--- config.mk ---
export PLATFORM = sky130hd
export DESIGN_NAME = edge_event_array
export DESIGN_NICKNAME = d
export VERILOG_FILES = /design/src/rtl/edge_event_array.sv
export SDC_FILE = /design/constraint.sdc
export NUM_CORES = 1
export LEC_CHECK = 0
export ABC_AREA = 1
export BUFFER_PORTS_ARGS = -buffer_cell sky130_fd_sc_hd__buf_4
export CAP_MARGIN = 25
export CORE_UTILIZATION = 51
export DETAILED_ROUTE_END_ITERATION = 10
export GPL_ROUTABILITY_DRIVEN = 1
export HOLD_SLACK_MARGIN = 0.06
export PLACE_DENSITY_LB_ADDON = 0.05
export SKIP_LAST_GASP = 1
export SLEW_MARGIN = 20
export SYNTH_ARGS = -nofsm -noshare
export SYNTH_HDL_FRONTEND = slang
export SYNTH_SLANG_ARGS = --single-unit
export TNS_END_PERCENT = 10
--- constraint.sdc ---
create_clock -name clk_in -period 1.39 [get_ports clk_in]
set_clock_uncertainty 0.1 [all_clocks]
set_input_delay 0.2085 -clock clk_in [delete_from_list [all_inputs] [get_ports clk_in]]
set_output_delay 0.2085 -clock clk_in [all_outputs]
set_load 0.02 [all_outputs]
--- src/rtl/edge_event_array.sv ---
// edge_event_array: multi-channel edge-event detector.
//
// Each channel synchronises an asynchronous level input, applies a
// consecutive-cycle stability filter, and emits registered one-cycle
// rising, falling and mode-qualified event pulses. Channels are fully
// independent and share only the clock and reset.
//
// Optional feature, selected by the macro EDGE_EVENT_STICKY_EN:
//   defined     - a per-channel sticky pending flag is set by each event
//                 pulse and cleared by clr_in (a set wins over a clear).
//   not defined - pend_out is tied to 0, clr_in is ignored, and no
//                 pending flops are built.
// The port list is the same in both builds.
//
// Latency: if the first clk_in edge that samples a new stable edge_in value
// is edge 1, the accepted level and its pulses become visible after edge
// SYNC+FILT-1. The filter's own level register acts as the last
// synchroniser stage, so only SYNC-1 dedicated flops sit in front of it.

module edge_event_array #(
  parameter int CH   = 4,  // number of independent channels, >= 1
  parameter int SYNC = 2,  // synchroniser depth in flops, >= 1
  parameter int FILT = 4   // cycles a new level must persist, >= 1
) (
  input  logic            clk_in,
  input  logic            rst_in,
  input  logic [CH-1:0]   edge_in,
  input  logic [2*CH-1:0] mode_in,
  input  logic [CH-1:0]   clr_in,
  output logic [CH-1:0]   level_out,
  output logic [CH-1:0]   rising_out,
  output logic [CH-1:0]   falling_out,
  output logic [CH-1:0]   event_out,
  output logic            event_any_out,
  output logic [CH-1:0]   pend_out
);

  // Filter counter width; it only ever needs to reach FILT-1.
  localparam int CW = $clog2(FILT + 1);

  // Reject unusable configurations while elaborating.
  if (CH < 1) begin : g_bad_ch
    $error("edge_event_array: CH must be >= 1");
  end
  if (SYNC < 1) begin : g_bad_sync
    $error("edge_event_array: SYNC must be >= 1");
  end
  if (FILT < 1) begin : g_bad_filt
    $error("edge_event_array: FILT must be >= 1");
  end

  for (genvar i = 0; i < CH; i++) begin : g_ch
    logic          filt_in;  // synchronised level seen by the filter
    logic          lvl_q;    // accepted (filtered) level
    logic [CW-1:0] cnt_q;    // cycles the new level has persisted so far
    logic [CW-1:0] cnt_d;
    logic          lvl_d;
    logic          accept;   // new level accepted at this edge
    logic          rise_d;
    logic          fall_d;
    logic          evt_d;
    logic          rise_q;
    logic          fall_q;
    logic          evt_q;

    if (SYNC > 1) begin : g_sync
      logic [SYNC-2:0] sync_q;

      // Shift the raw level through the dedicated synchroniser flops.
      always_ff @(posedge clk_in or posedge rst_in) begin
        // NOTE: sequential state is written with <= so every flop samples
        // the pre-edge values of its neighbours; blocking = here would
        // collapse the chain into a single stage.
        if (rst_in) begin
          sync_q <= '0;
        end else begin
          sync_q[0] <= edge_in[i];
          for (int k = 1; k < SYNC - 1; k++) begin
            sync_q[k] <= sync_q[k-1];
          end
        end
      end

      assign filt_in = sync_q[SYNC-2];
    end else begin : g_nosync
      // Single-stage configuration: the filter registers are the only
      // synchroniser stage.
      assign filt_in = edge_in[i];
    end

    // Stability filter: count consecutive cycles that disagree with the
    // accepted level, and accept the new level once it has held FILT cycles.
    always_comb begin
      // NOTE: every output of this block gets a default first, so no path
      // leaves a signal unassigned and no latch is inferred.
      accept = 1'b0;
      cnt_d  = '0;
      lvl_d  = lvl_q;
      if (filt_in != lvl_q) begin
        if (cnt_q == CW'(FILT - 1)) begin
          accept = 1'b1;
          lvl_d  = filt_in;
        end else begin
          cnt_d = cnt_q + 1'b1;
        end
      end
    end

    // Pulse qualification: rising/falling are mode-independent, the event
    // pulse uses mode_in as sampled at the accept edge.
    always_comb begin
      rise_d = accept & filt_in;
      fall_d = accept & ~filt_in;
      evt_d  = (rise_d & mode_in[2*i]) | (fall_d & mode_in[2*i+1]);
    end

    // Filter state and one-cycle pulse registers; the pulse registers load
    // on every clock so each pulse lasts exactly one cycle.
    always_ff @(posedge clk_in or posedge rst_in) begin
      if (rst_in) begin
        lvl_q  <= 1'b0;
        cnt_q  <= '0;
        rise_q <= 1'b0;
        fall_q <= 1'b0;
        evt_q  <= 1'b0;
      end else begin
        lvl_q  <= lvl_d;
        cnt_q  <= cnt_d;
        rise_q <= rise_d;
        fall_q <= fall_d;
        evt_q  <= evt_d;
      end
    end

    assign level_out[i]   = lvl_q;
    assign rising_out[i]  = rise_q;
    assign falling_out[i] = fall_q;
    assign event_out[i]   = evt_q;

`ifdef EDGE_EVENT_STICKY_EN
    logic pend_q;

    // Sticky pending flag: set by the same edge that raises event_out, a
    // simultaneous clear loses so no event is ever dropped.
    always_ff @(posedge clk_in or posedge rst_in) begin
      if (rst_in) begin
        pend_q <= 1'b0;
      end else begin
        pend_q <= evt_d | (pend_q & ~clr_in[i]);
      end
    end

    assign pend_out[i] = pend_q;
`else
    assign pend_out[i] = 1'b0;
`endif
  end

`ifdef EDGE_EVENT_STICKY_EN
`else
  // clr_in has no function without pending flags; fold it into a net that
  // is intentionally left without a load.
  logic unused_clr;
  assign unused_clr = ^clr_in;
`endif

  // Any-event summary, combinational from the event registers so it is
  // valid in the same cycle as event_out.
  assign event_any_out = |event_out;

endmodule

Yosys cells after proc, flatten, opt, wreduce, memory -nomap -nowiden. Cells that the tools add are included.

Bits in registers: 32. Input port bits: 18. Output and inout port bits: 21.

Add/subtract/negate cells: 4. Eq/ne operators: 8. Muxes and demuxes: 16. Bitwise gates (word level): 24. Reduce and logical (&&, ||, !) cells: 5.

Operators by type and width (count): two-way mux 3 bit (8); AND 1 bit (16); adder 3 x 1 -> 3 bit, second input constant (4); == test 3 x 2 -> 1 bit, second input constant (4); two-way mux 1 bit (8); AND reduction 2 bit (4); != test 1 bit (4); inverter 1 bit (4); OR 1 bit (4); OR reduction 4 bit (1).

Logic depth before layout (Yosys ltp). Gate-level depths: netlist (run 1).

Depth after elaboration: 6. Depth in mapped cells: 5.

Worst setup path after synthesis (run 1). OpenSTA, ideal clock, no wires.

Path kind: register -> register. From: register g_ch[0].cnt_q[0]. To: register g_ch[0].cnt_q[0]. Arrival time: 0.832 ns. Data required time: 1.219 ns. Path slack: 0.386 ns. Stages on the path, launching flop included: 5. Buffers on the path: 0. Period minus slack after synthesis: 1.004 ns. Path through: dfrtp_1 ha_1 nand2_1 nand2_1 nor2_1.

Cells in the longest elaborated chain, start to end: 3. Elaborated cells on any way between the ends: 4. Classes of those cells: add/sub: 1; eq/ne: 1; mux: 2.

Ends and longest elaborated chain: start, declared (line 55) `logic [CW-1:0] cnt_q;`; start signal, assigned (line 128) `cnt_q <= cnt_d;`; adder 3 x 1 -> 3 bit or == test 3 x 2 -> 1 bit (tied branches) (line 104, 100); two-way mux 3 bit * (line 100) `if (cnt_q == CW'(FILT - 1)) begin`; two-way mux 3 bit * (line 99) `if (filt_in != lvl_q) begin`; net g_ch[0].cnt_d[0] (line 56) `logic [CW-1:0] cnt_d;`.

The timed path passes the listed nets; every way through them passes the cells marked *. A chain may end at the register's enable or synchronous reset.

Worst setup path after layout (run 1).
From: register g_ch[2].evt_q. To: output port event_any_out.

Cells in the longest elaborated chain, start to end: 1.

Ends and longest elaborated chain: start, declared (line 64) `logic evt_q;`; start signal, assigned (line 131) `evt_q <= evt_d;`; OR reduction 4 bit (line 169) `assign event_any_out = |event_out;`; end, declared (line 34) `output logic event_any_out,`.

Every way passes these cells.

==> impl.org, run 1 <==
** Critical path
- Data required time of the critical path :: approximately 1.1 ns
- Critical Path Start Type :: register
- Depth of the worst register-to-register path :: 4
- Critical path arrival :: 1.04 ns
- Setup CP Type :: reg -> out
- Crit end category :: output pin
- Maximum fanout count along the critical path :: 2

** Min path
- Along the worst hold path, the cell count comes to 1.
- Hold Crit Class :: reg -> reg

** Die
- Floorplan die width :: approximately 55 µm
- The floorplan step defined a die boundary enclosing around 3000 µm².
- Effective utilization at floorplan :: 55.8%
- The initialized floorplan defines 18 standard-cell rows.
- The die is about 55 µm tall.
- CORE AREA :: between 2000 and 3000 µm²
- Top-level port count :: 39

** Power
- Share of total power consumed by net switching :: 32.6%
- Part of the total power dissipated in sequential elements :: between 40% and 50%
- Combinational cells account for approximately 29% of the total power.
- In this run the power density over the cells is between 1500 and 2000 nW/µm².
- The clock network is responsible for a little over a quarter of the overall power.
- The worst-case IR drop observed on VDD is approximately 1.3 mV.
- In this run the power spent charging and discharging nets is about 940 µW.
- The internal power of the cells totals 1950 µW.
- Summed over all cells, the static leakage comes to between 0.0009 and 0.001 µW.

** Final layout
- Register Area :: 801 µm²
- # nets final :: around 210
- Util after Layout :: 70.0%
- In the final layout, the multi-input gates occupy approximately 400 µm².
- Relative to the synthesized area, the layout overhead comes to 25.4%.
- Layout cells sized above 1 :: between 20% and 30%
- After filler insertion, the fill cell instance count of the layout stands at around 220.
- The number of antenna diodes in the final layout is 0.

** Global route
- Grt ovf :: 0
- The number of global-route vias before repair is approximately 920.
- The number of antenna violations at the first check in global routing came to 0.
- Global-route total usage across every layer :: a little under a fifth
- Pin count of the biggest net entering global routing :: 33
- Global-route wire length before repair :: between 3000 and 4000 µm

** Drt
- Total length of routed wires :: 2280 µm
- DRC violation count after routing :: 0
- DR WL/cell :: ~10 µm
- Number of DRC violations after detailed-routing iteration 0 :: 17
- In the routed layout, each cell is associated on average with a via count of 4.60.
- Antenna viol nets, final :: 0
- Detailed-route via count :: between 1000 and 1500
- Number of search-and-repair iterations in the first detailed-routing pass :: 4

** Timing
- Share of the clock period used by the worst path after layout :: a little under 100%
- Subtracting the final worst setup slack from the clock period gives between 1 and 1.5 ns.
- Setup violations remaining at the end of the flow were counted as 0.
- The final number of hold-violating endpoints was 0.
- Adding up every negative setup slack in the final design gives 0 ns.
- Setup repair after global routing missed its margin :: yes
- Static timing analysis puts the maximum clock frequency at ~740 MHz.
- Max-slew violation count :: 0

** Run
- Max cap viols :: 0

** Status
- Status :: complete, no violations

** Yosys
- A synthesized cell averages 9.28 µm².
- The synthesized design contains 32 register bits.
- For this run, asynchronously set or reset flops after synthesis account for 100%.
- Proportion of synthesized chip area in sequential cells :: between 50% and 60%
- Number of warnings issued by yosys :: 0
- Synth cell count leaders :: dfrtp_1, nand2_1, buf_4, nor2_1, inv_1
- Proportion of netlist area held by the largest area contributor :: 56.4%
- Count of unique library cells instantiated by Yosys :: 12
- EDFF count, synth :: 0
- The most used flip-flop cell after synthesis is dfrtp_1.
- In the synthesized netlist, the number of instances is ~150.
- dfrtp_1 takes more of the synthesized area than any other cell.
- Most frequent cell after synthesis :: dfrtp_1
- Netlist area before placement :: about 1400 µm²
- Cells taking the most area after synthesis :: dfrtp_1, buf_4, nand2_1

** CTS
- CTS saw 32 sinks.
- Clk slew on worst S/H paths :: ~0.1 ns
- Max H-tree Level :: 2
- Worst-skew pair later-pin latency :: approximately 0.32 ns
- The root buffer cell chosen for the clock tree is clkbuf_4.
- TritonCTS built the clock tree.
- Total clock buffers created by CTS :: 5
- Largest buffer count on any clock path :: 2

** Placement
- Buffers placed on the I/O ports in this run total 30.
- The congestion estimate from routability-driven global placement came to between 0.6 and 0.7.
- Summed over all nets, the half-perimeter wirelength after detailed placement is 1540 µm.
[path summary, 6_finish.rpt]
path                                   from               end  slack [ns]
setup reg to reg           g_ch[1].cnt_q[0]  g_ch[1].cnt_q[0]        0.26
hold reg to reg             g_ch[1].filt_in    g_ch[1].fall_q        0.38
min in group asynchronous            rst_in  g_ch[0].cnt_q[1]        0.42
hold / removal              g_ch[1].filt_in    g_ch[1].fall_q        0.38
max in group asynchronous            rst_in    g_ch[2].fall_q        0.49
setup / recovery              g_ch[2].evt_q     event_any_out        0.04
[registers in the layout (all words and copies together) (netlist names)]
signal / cells
g_ch.cnt_q: 12
g_ch.filt_in: 4
g_ch.lvl_q: 4
g_ch.evt_q: 4
g_ch.fall_q: 4
g_ch.rise_q: 4
[repair_timing]
action	CTS	global route
resized for setup	0	1
setup endpoints to repair	0	1
hold buffers	13	0
setup buffers	0	0
hold endpoints to repair	40	0
[cell families (layout without fill, tap and decap cells)]
kind of cell               count (synthesis)  count (layout)  share of synthesized area (%)
and+or+nand+nor                           71              71                           22.3
buffers and inverters                     41              73                           16.1
DFF                                       32              32                           56.4
adders and majority gates                  4               4                           3.52
AOI/OAI and AO/OA                          4               4                           1.41
other                                      1               4                          0.264
[power groups by stage]
| stage | combinational, µW | sequential [µW] | clock [µW] |
|---|---|---|---|
| 2_1_floorplan | 691 | 1250 | 0 |
| 5_1_grt | 968 | 1290 | 853 |
| 4_1_cts | 843 | 1260 | 812 |
| 3_3_place_gp | 785 | 1270 | 0 |
| 6_report | 839 | 1260 | 788 |
| 3_5_place_dp | 810 | 1280 | 0 |
[worst max-delay path, cell delays in order, from the launching register on]
cell     delay (ns)
dfrtp_1        0.40
nor2_1         0.12
nand2_1        0.07
buf_6          0.13
[metrics by stage]
stage                     hold slack, ns  setup WS (ns)  instance area [µm²]  instances  total power (µW)
after global placement             0.216          0.325                 1550        197              2050
after detailed placement           0.219          0.292                 1550        197              2090
after CTS                          0.385        0.00493                 1780        218              2920
final                              0.383         0.0407                 1780        218              2890
after floorplan                    0.140          0.386                 1430        156              1940
after global routing               0.406        -0.0246                 1780        218              3110
[cell type report]
class | count | share of cell area, %
clock buffers | 7 | 3.65
flip-flops and latches | 32 | 45.0
well taps | 30 | 2.11
inverters | 21 | 4.43
multi-input cells | 83 | 22.6
repair buffers | 44 | 20.6
clock inverters | 1 | 1.69
[metal layers]
metal / part of all wire (%) / track usage, % / vias to the layer above / wire length, µm
met4: 1.8 / 8.97 / 0 / 40
met3: 5.0 / 8.33 / 5 / 113
met5: 0 / 0 / - / 0
met2: 53 / 32.9 / 26 / 1200
li1: - / - / 509 / -
met1: 41 / 19.8 / 462 / 926
[placed cells by master (no fill, tap or decap)]
| master | instances |
|---|---|
| buf_4 | 30 |
| buf_6 | 1 |
| bufinv_16 | 1 |
| clkbuf_4 | 5 |
| clkbuf_8 | 2 |
| conb_1 | 4 |
| dfrtp_1 | 32 |
| dlygate4sd3_1 | 13 |
| ha_1 | 4 |
| inv_1 | 17 |
| inv_2 | 4 |
| nand2_1 | 25 |
| nand3_1 | 8 |
| nor2_1 | 18 |
| nor2_2 | 12 |
| nor3_1 | 8 |
| o21ai_0 | 4 |
Power figures use the tool's default switching activity.
==> inputs of run 2 (changes only) <==
--- a/config.mk
+++ b/config.mk
@@ -5,10 +5,9 @@
 export SDC_FILE = /design/constraint.sdc
 export NUM_CORES = 1
 export LEC_CHECK = 0
-export ABC_AREA = 1
 export BUFFER_PORTS_ARGS = -buffer_cell sky130_fd_sc_hd__buf_4
 export CAP_MARGIN = 25
-export CORE_UTILIZATION = 51
+export CORE_UTILIZATION = 50
 export DETAILED_ROUTE_END_ITERATION = 10
 export GPL_ROUTABILITY_DRIVEN = 1
 export HOLD_SLACK_MARGIN = 0.06
==> impl.org, run 2 <==
** Global route
- The number of antenna violations at the first check in global routing was 0 (unchanged).
- Global-route wire length before repair :: 3240 µm (was 3750 µm)
- Met3 usage :: 5.83% (was 8.33%)
- The number of global-route vias before repair was 763 (was 921).
- The global-route usage over all layers came to 16.6% (was 19.2%).
- The maximum number of pins on one net before global-route repair came to 33 (unchanged).
- The routing usage on met1 came to 19.4% (was 19.8%).
- The met2 track demand over resource came to 25.4% (was 32.9%).
- The most used routing layer in global routing is met2 (unchanged).
- The remaining global-route overflow was 0 (unchanged).

** Final layout
- Leading cell type in the layout, fill and taps excluded :: dfrtp_1 (unchanged)
- The number of nets in the finished design is 162 (was 209).
- Number of flip-flops under the largest register name :: 12 (unchanged)
- The multi-input logic area was 437 µm² (was 402 µm²).
- Largest reg by FF count :: g_ch.cnt_q (unchanged)
- The sequential standard cell area was 801 µm² (unchanged).
- Area Overhead vs Synth :: 22.2% (was 25.4%)
- ANT cells :: 0 (unchanged)
- The share of post-route cells with drive strength above 1 came to 32.9% (was 29.3%).
- Number of standard cells in the layout, taps in and fillers out :: 170 (was 218)
- Most frequent cells in the layout: dfrtp_1, buf_4, nor3b_1, dlygate4sd3_1, nand3b_1 (was dfrtp_1, buf_4, nand2_1, nor2_1, inv_1).
- Filler cell count :: 199 (was 218)

** Yosys
- Adder-cell share of the synthesized area :: 3.64% (was 3.52%)
- The share of synthesized registers carrying an async set or reset was 100% (unchanged).
- Proportion of netlist area held by the largest area contributor :: 58.2% (was 56.4%)
- The largest area contributor in the netlist is dfrtp_1 (unchanged).
- Number of register bits inferred by synthesis :: 32 (unchanged)
- Multiplexer share of the synthesized area :: 3.27% (was 0%)
- Number of warnings issued by yosys :: 0 (unchanged)
- Synthesized instance count :: 107 (was 153)
- Proportion of synthesized chip area in sequential cells :: 58.2% (was 56.4%)
- Post-synthesis area per instance :: 12.9 µm² (was 9.28 µm²)
- The most frequent cell after synthesis was dfrtp_1 (unchanged).
- Dominant combinational cell family by area after synthesis :: simple AND/OR/NAND/NOR gates (unchanged)
- Fraction of the mapped netlist area in simple logic gates :: 19.5% (was 22.3%)
- The compound-cell area share of the yosys netlist is 1.45% (was 1.41%).
- Cells taking the most area after synthesis :: dfrtp_1, buf_4, nor3b_1 (was dfrtp_1, buf_4, nand2_1)
- The count of flip-flops with a built-in enable after synthesis was 0 (unchanged).
- Synth cell count leaders: dfrtp_1, buf_4, nor3b_1, nand3b_1 (was dfrtp_1, nand2_1, buf_4, nor2_1, inv_1).
- Netlist area before placement :: 1380 µm² (was 1420 µm²)
- The leading register cell type out of synthesis was dfrtp_1 (unchanged).
- Count of unique library cells instantiated by Yosys :: 14 (was 12)
- The parity-gate share of the synthesized area counting xor and xnor cells was 2.55% (was 0%).

** Status
- Status :: finished with violations (was complete, no violations)
- The final reports fail on setup timing.

** Critical path
- The setup slack of the most critical reg-to-reg path came to 0.04 ns (was 0.26 ns).
- The endpoint of the worst-slack reg-to-reg timing path was g_ch[2].lvl_q (was g_ch[1].cnt_q[0]).
- The critical path required time was 1.08 ns (about the same).
- The category of the worst setup path capture point was an output pin (unchanged).
- Startpoint of the worst register-to-register path :: g_ch[2].cnt_q[0] (was g_ch[1].cnt_q[0])
- Setup CP Type :: reg -> out (unchanged)
- Depth of the worst register-to-register path :: 3 (was 4)
- The worst setup path startpoint is g_ch[0].evt_q (was g_ch[2].evt_q).
- The critical path endpoint was event_any_out (unchanged).
- Critical path arrival :: 1.37 ns (was 1.04 ns)
- Maximum fanout count along the critical path :: 2 (unchanged)
- Critical Path Start Type :: register (unchanged)

** CTS
- The clock transition time at the flip-flop clock pins of the worst setup and hold paths was 0.09 ns (was 0.10 ns).
- Worst-skew pair later-pin latency :: 0.32 ns (about the same)
- The buffers inserted during post-CTS setup optimization was 0 (unchanged).
- Largest buffer count on any clock path :: 2 (unchanged)
- Total clock buffers created by CTS :: 5 (unchanged)
- Root Buffer Master :: clkbuf_4 (unchanged)
- The clock tree from TritonCTS is done (unchanged).
- The number of levels in the clock H-tree came to 2 (unchanged).
- Number of sinks driven by the clock tree :: 32 (unchanged)

** Drt
- Antenna viol nets, final :: 0 (unchanged)
- Routed vias/inst :: 4.94 (was 4.60)
- Detailed-route via count :: 840 (was 1002)
- The number of remaining DRC errors came to 0 (unchanged).
- Total length of routed wires :: 2050 µm (was 2280 µm)
- DR WL/cell :: 12.0 µm (was 10.5 µm)
- The total iterations of the first detailed-routing run came to 4 (unchanged).
- The iteration-0 DRC count of the detailed router came to 11 (was 17).

** Die
- CORE AREA :: 2540 µm² (unchanged)
- The number of core rows came to 18 (unchanged).
- Floorplan die width :: 54.5 µm (was 54.8 µm)
- The effective utilization at floorplan is 54.1% (was 55.8%).
- Die span in y :: 54.5 µm (was 54.8 µm)
- Die Area :: 2970 µm² (was 3000 µm²)
- Top-level port count :: 39 (unchanged)

** Placement
- Placer congestion estimate :: 0.674 (was 0.694)
- Number of cells in the design after placement :: 151 (was 197)
- Placed wire-length estimate after detailed placement :: 1350 µm (was 1540 µm)
- The count of port buffers added during placement came to 30 (unchanged).

** Min path
- Hold Crit Class :: in -> reg (was reg -> reg)

** Power
- The sequential share of power is 50.6% (was 43.7%).
- Combinational fraction of design power :: 30.6% (was 29.1%)
- The total net switching power came to 806 µW (was 942 µW).
- Worst VDD drop :: 1.16 mV (was 1.26 mV)
- Share of total power consumed by net switching :: 32.1% (was 32.6%)
- Clock Power Share :: 18.8% (was 27.3%)
- Internal power of the cells :: 1710 µW (was 1950 µW)
- The leakage power is 0.000801 µW (was 0.000957 µW).
- The total power per unit cell area came to 1500 nW/µm² (was 1620 nW/µm²).

** Timing
- The total of endpoints with negative setup slack in the final report was 1 (was 0).
- Min Tclk post-route :: 1.68 ns (was 1.35 ns)
- Final Hold Violating Endpoints :: 0 (unchanged)
- Worst Slack Setup Final :: -0.292 ns (was 0.0407 ns)
- The total negative slack for setup checks was -0.292 ns (was 0 ns).
- Maximum clock frequency :: 595 MHz (was 741 MHz)
- The final clock period utilization by the worst path was 121% (was 97.1%).
- Max-slew violation count :: 0 (unchanged)
- Setup repair after global routing missed its margin :: yes (unchanged)

** Run
- Max cap viols :: 0 (unchanged)
-- run 2: changes by cell type after synthesis, moves of 12 or more --
cell,delta
inv_1,-16
nand2_1,-25
nor2_1,-18
nor2_2,-12
nor3b_1,+16
-- run 2: per-layer routing --
metal | share of wire, % | routed length (µm)
met1 | 43 | 882
met2 | 49 | 1000
met3 | 5.6 | 114
met4 | 2.2 | 46
met5 | 0 | 0
-- run 2: cell type report --
cell class / count / area share [%]
clock buffer: 6 / 2.46
tap: 30 / 2.23
inverter: 1 / 0.223
multi-input combinational: 57 / 26.0
timing repair buffer: 43 / 21.2
clock inverter: 1 / 0.298
sequential: 32 / 47.6
-- run 2: repair_timing --
action	in CTS	in global routing
gates resized for setup	2	0
pin swaps	0	1
endpoints found under the setup margin	1	1
hold buffers	9	3
endpoints found under the hold margin	39	2
-- run 2: worst min-delay path by stage --
stage                          start               to  slack (ns)  cells past startpoint
after floorplan           edge_in[0]  g_ch[0].filt_in        0.14                      0
after global placement        rst_in  g_ch[1].filt_in        0.22                      3
after detailed placement  edge_in[0]  g_ch[0].filt_in        0.22                      1
after CTS                 mode_in[0]    g_ch[0].evt_q        0.06                      3
after global routing      mode_in[6]    g_ch[3].evt_q        0.07                      3
final                     mode_in[6]    g_ch[3].evt_q        0.08                      3
-- run 2: logic make-up after synthesis --
logic type,after synthesis
and+or+nand+nor,37
DFF,32
buffers and inverters,21
adders and majority gates,4
AOI/OAI and AO/OA,4
xor gates and xnor gates,4
muxes,4
other,1
-- run 2: through the flow --
step / utilization (%) / hold WS, ns / area [µm²] / setup WS, ns / power, µW
floorplan: - / 0.140 / 1390 / 0.0995 / 1890
global placement: 59.2 / 0.216 / 1510 / 0.0573 / 2000
detailed placement: 59.2 / 0.219 / 1510 / 0.0411 / 2030
CTS: 64.9 / 0.0627 / 1650 / -0.308 / 2530
global route: 66.1 / 0.0698 / 1680 / -0.354 / 2670
finish: 66.1 / 0.0809 / 1680 / -0.292 / 2520
-- run 2: worst max-delay path, stage by stage, from the launching register on --
cell and delay [ns]:
dfrtp_1 0.38, or4_4 0.53, buf_6 0.14
-- run 2: power by group through the flow --
stage / logic, µW / clock network [µW] / registers [µW]
after floorplan: 640 / 0 / 1250
after global placement: 721 / 0 / 1280
after detailed placement: 746 / 0 / 1290
after CTS: 775 / 488 / 1270
after global routing: 849 / 524 / 1300
final: 771 / 472 / 1270
==> inputs of run 3 (changes only) <==
--- a/config.mk
+++ b/config.mk
@@ -7,13 +7,13 @@
 export LEC_CHECK = 0
 export BUFFER_PORTS_ARGS = -buffer_cell sky130_fd_sc_hd__buf_4
 export CAP_MARGIN = 25
-export CORE_UTILIZATION = 50
+export CORE_UTILIZATION = 41
 export DETAILED_ROUTE_END_ITERATION = 10
 export GPL_ROUTABILITY_DRIVEN = 1
 export HOLD_SLACK_MARGIN = 0.06
 export PLACE_DENSITY_LB_ADDON = 0.05
+export SETUP_SLACK_MARGIN = 0.02
 export SKIP_LAST_GASP = 1
-export SLEW_MARGIN = 20
 export SYNTH_ARGS = -nofsm -noshare
 export SYNTH_HDL_FRONTEND = slang
 export SYNTH_SLANG_ARGS = --single-unit
==> impl.org, run 3 (same netlist as run 2, synthesis figures left out) <==
** Global route
- The number of global-route vias before repair came to 811 (was 763).
- Global-route total usage across every layer :: 13.3% (was 16.6%)
- The first-pass GRT wire length was 3350 µm (was 3240 µm).
- The number of antenna violations at the first check in global routing came to 0 (unchanged).
- Grt ovf :: 0 (unchanged)
- The maximum number of pins on one net before global-route repair was 33 (unchanged).

** CTS
- Max H-tree Level :: 2 (unchanged)
- The buffer depth of the longest clock path came to 2 (unchanged).
- Number of sinks driven by the clock tree :: 32 (unchanged)
- The buffer type at the clock tree root is clkbuf_4 (unchanged).
- Clk slew on worst S/H paths :: 0.09 ns (about the same)
- Total clock buffers created by CTS :: 5 (unchanged)
- The number of gates resized after CTS is 0 (was 2).
- The clock tree from TritonCTS is done (unchanged).
- The source-to-sink clock delay at the later pin of the worst-skew pair came to 0.32 ns (about the same).

** Critical path
- Data required time of the critical path :: 1.08 ns (about the same)
- Crit end category :: output pin (unchanged)
- Critical path arrival :: 1.38 ns (was 1.37 ns)
- Critical path cell sequence: or4_1 -> buf_4 (was or4_4 -> buf_6).
- Register-to-Register Setup Slack :: 0.07 ns (was 0.04 ns)
- Top delay family on crit path :: simple AND/OR/NAND/NOR gates (unchanged)
- The kind of critical path was reg -> out (unchanged).
- The number of buffer and inverter stages on the critical path is 1 (unchanged).
- Maximum fanout count along the critical path :: 2 (unchanged)
- The largest stage delay on the critical path was 0.51 ns (was 0.53 ns).
- The cell with the largest stage delay on the worst path was or4_1 (was or4_4).
- Critical Path Start Type :: register (unchanged)

** Final layout
- The most flop-heavy register was g_ch.cnt_q (unchanged).
- Number of flip-flops under the largest register name :: 12 (unchanged)
- ANT cells :: 0 (unchanged)
- Leading cell type in the layout, fill and taps excluded :: dfrtp_1 (unchanged)
- Layout cells sized above 1 :: 33.3% (was 32.9%)
- The sequential standard cell area came to 801 µm² (unchanged).
- The cell area after layout was 1710 µm² (was 1680 µm²).
- Most frequent cells in the layout :: dfrtp_1, buf_4, nor3b_1, dlygate4sd3_1, nand3b_1 (unchanged)
- The multi-input logic area was 433 µm² (was 437 µm²).
- Area Overhead vs Synth :: 24.0% (was 22.2%)
- The number of nets in the finished design is 162 (unchanged).
- Filler cell count :: 285 (was 199)

** Die
- The area of the core was 3130 µm² (was 2540 µm²).
- Die Area :: 3590 µm² (was 2970 µm²)
- The number of primary I/O pins was 39 (unchanged).
- The horizontal die dimension is 59.9 µm (was 54.5 µm).
- The number of core rows came to 20 (was 18).
- The vertical extent of the die came to 59.9 µm (was 54.5 µm).
- The effective utilization at floorplan was 44.0% (was 54.1%).

** Timing
- The minimum clock period was 1.69 ns (was 1.68 ns).
- The maximum clock frequency came to 592 MHz (was 595 MHz).
- The total negative slack for setup checks is -0.300 ns (was -0.292 ns).
- The worst setup margin is -0.300 ns (was -0.292 ns).
- Setup repair after global routing missed its margin :: yes (unchanged)
- Final setup violating endpoints :: 1 (unchanged)
- Share of the clock period used by the worst path after layout :: 122% (was 121%)
- Final Hold Violating Endpoints :: 0 (unchanged)
- The worst slack on hold paths is 0.0756 ns (was 0.0809 ns).
- Max-slew violation count :: 0 (unchanged)

** Placement
- The worst-case setup slack after placement was 0.0560 ns (was 0.0411 ns).
- Placed instance area :: 1530 µm² (was 1510 µm²)
- The count of port buffers added during placement was 30 (unchanged).
- The detailed placer's ending HPWL was 1410 µm (was 1350 µm).
- Placer congestion estimate :: 0.680 (was 0.674)

** Power
- The clock share of power came to 20.9% (was 18.8%).
- The switching power share of the total is 31.3% (was 32.1%).
- The sequential share of power was 49.5% (was 50.6%).
- The total power per unit cell area is 1500 nW/µm² (about the same).
- The leakage power came to 0.000812 µW (was 0.000801 µW).
- Switching Power :: 799 µW (was 806 µW)
- Internal power of the cells :: 1760 µW (was 1710 µW)
- Total Power Consumption :: 2550 µW (was 2520 µW)
- Combinational fraction of design power :: 29.6% (was 30.6%)
- The peak ir drop on the vdd network was 0.633 mV (was 1.16 mV).

** Drt
- The detailed-route wire length came to 2000 µm (was 2050 µm).
- The iteration-0 DRC count of the detailed router came to 19 (was 11).
- The post-route antenna net violation count came to 0 (unchanged).
- DRC violation count after routing :: 0 (unchanged)
- DR WL/cell :: 10.8 µm (was 12.0 µm)
- Number of search-and-repair iterations in the first detailed-routing pass :: 3 (was 4)
- Detailed-route via count :: 824 (was 840)
- The number of vias per cell after detailed routing is 4.45 (was 4.94).

** Run
- The number of maximum-capacitance constraint violations was 0 (unchanged).

** Status
- Violated checks :: setup timing (unchanged)
- Status: finished with violations (unchanged).

** Min path
- The type of the worst min-delay path is in -> reg (unchanged).
[run 3: cell count changes in the layout (fill, tap and decap cells not counted)]
| cell | before | now |
|---|---|---|
| clkinv_2 | 1 | 2 |
| buf_6 | 1 | 0 |
| buf_4 | 30 | 31 |
| or4_4 | 1 | 0 |
| clkbuf_1 | 1 | 0 |
| clkbuf_8 | 0 | 1 |
| or4_1 | 0 | 1 |
[run 3: worst min-delay path: stages]
cell and delay [ns]:
buf_4 0.11, nand3b_1 0.07, a21oi_1 0.07
[run 3: area by class of cell]
| cell class | count | area share, % |
|---|---|---|
| flip-flops and latches | 32 | 46.9 |
| multi-input cells | 57 | 25.4 |
| repair buffers | 43 | 20.7 |
| well taps | 44 | 3.23 |
| clock buffers | 6 | 3.01 |
| clock inverters | 2 | 0.587 |
| inverters | 1 | 0.220 |
[run 3: path summary, 6_finish.rpt]
kind                            depth (start not counted)                to        startpoint
worst max-delay path                                    2     event_any_out     g_ch[1].evt_q
worst min-delay path                                    3     g_ch[2].evt_q        mode_in[4]
worst max register to register                          3     g_ch[3].lvl_q  g_ch[3].cnt_q[0]
worst min register to register                          1  g_ch[0].cnt_q[0]  g_ch[0].cnt_q[0]
max in group asynchronous                               4   g_ch[3].filt_in            rst_in
min in group asynchronous                               4    g_ch[2].rise_q            rst_in
[run 3: per-stage QoR]
step,cells,util (%)
after global routing,185,54.6
after detailed placement,165,48.8
final,185,54.6
after floorplan,110,-
after global placement,165,48.8
after CTS,185,54.6
[run 3: timing repair]
action                                  in CTS  in global routing
setup buffers                                0                  0
endpoints found under the setup margin       1                  5
hold endpoints to repair                    40                  0
hold buffers                                12                  0
[run 3: layer usage]
layer | vias to the layer above | wire [µm] | global-route usage, %
met1 | 385 | 887 | 13.9
met4 | 0 | 46 | 8.97
met3 | 7 | 114 | 4.55
met5 | - | 0 | 0
met2 | 28 | 949 | 22.5
li1 | 404 | - | -
[run 3: power by group through the flow]
stage,registers [µW],clock network (µW),logic [µW]
floorplan,1250,0,640
global placement,1280,0,728
detailed placement,1290,0,742
CTS,1270,556,769
global route,1300,604,845
finish,1260,534,756
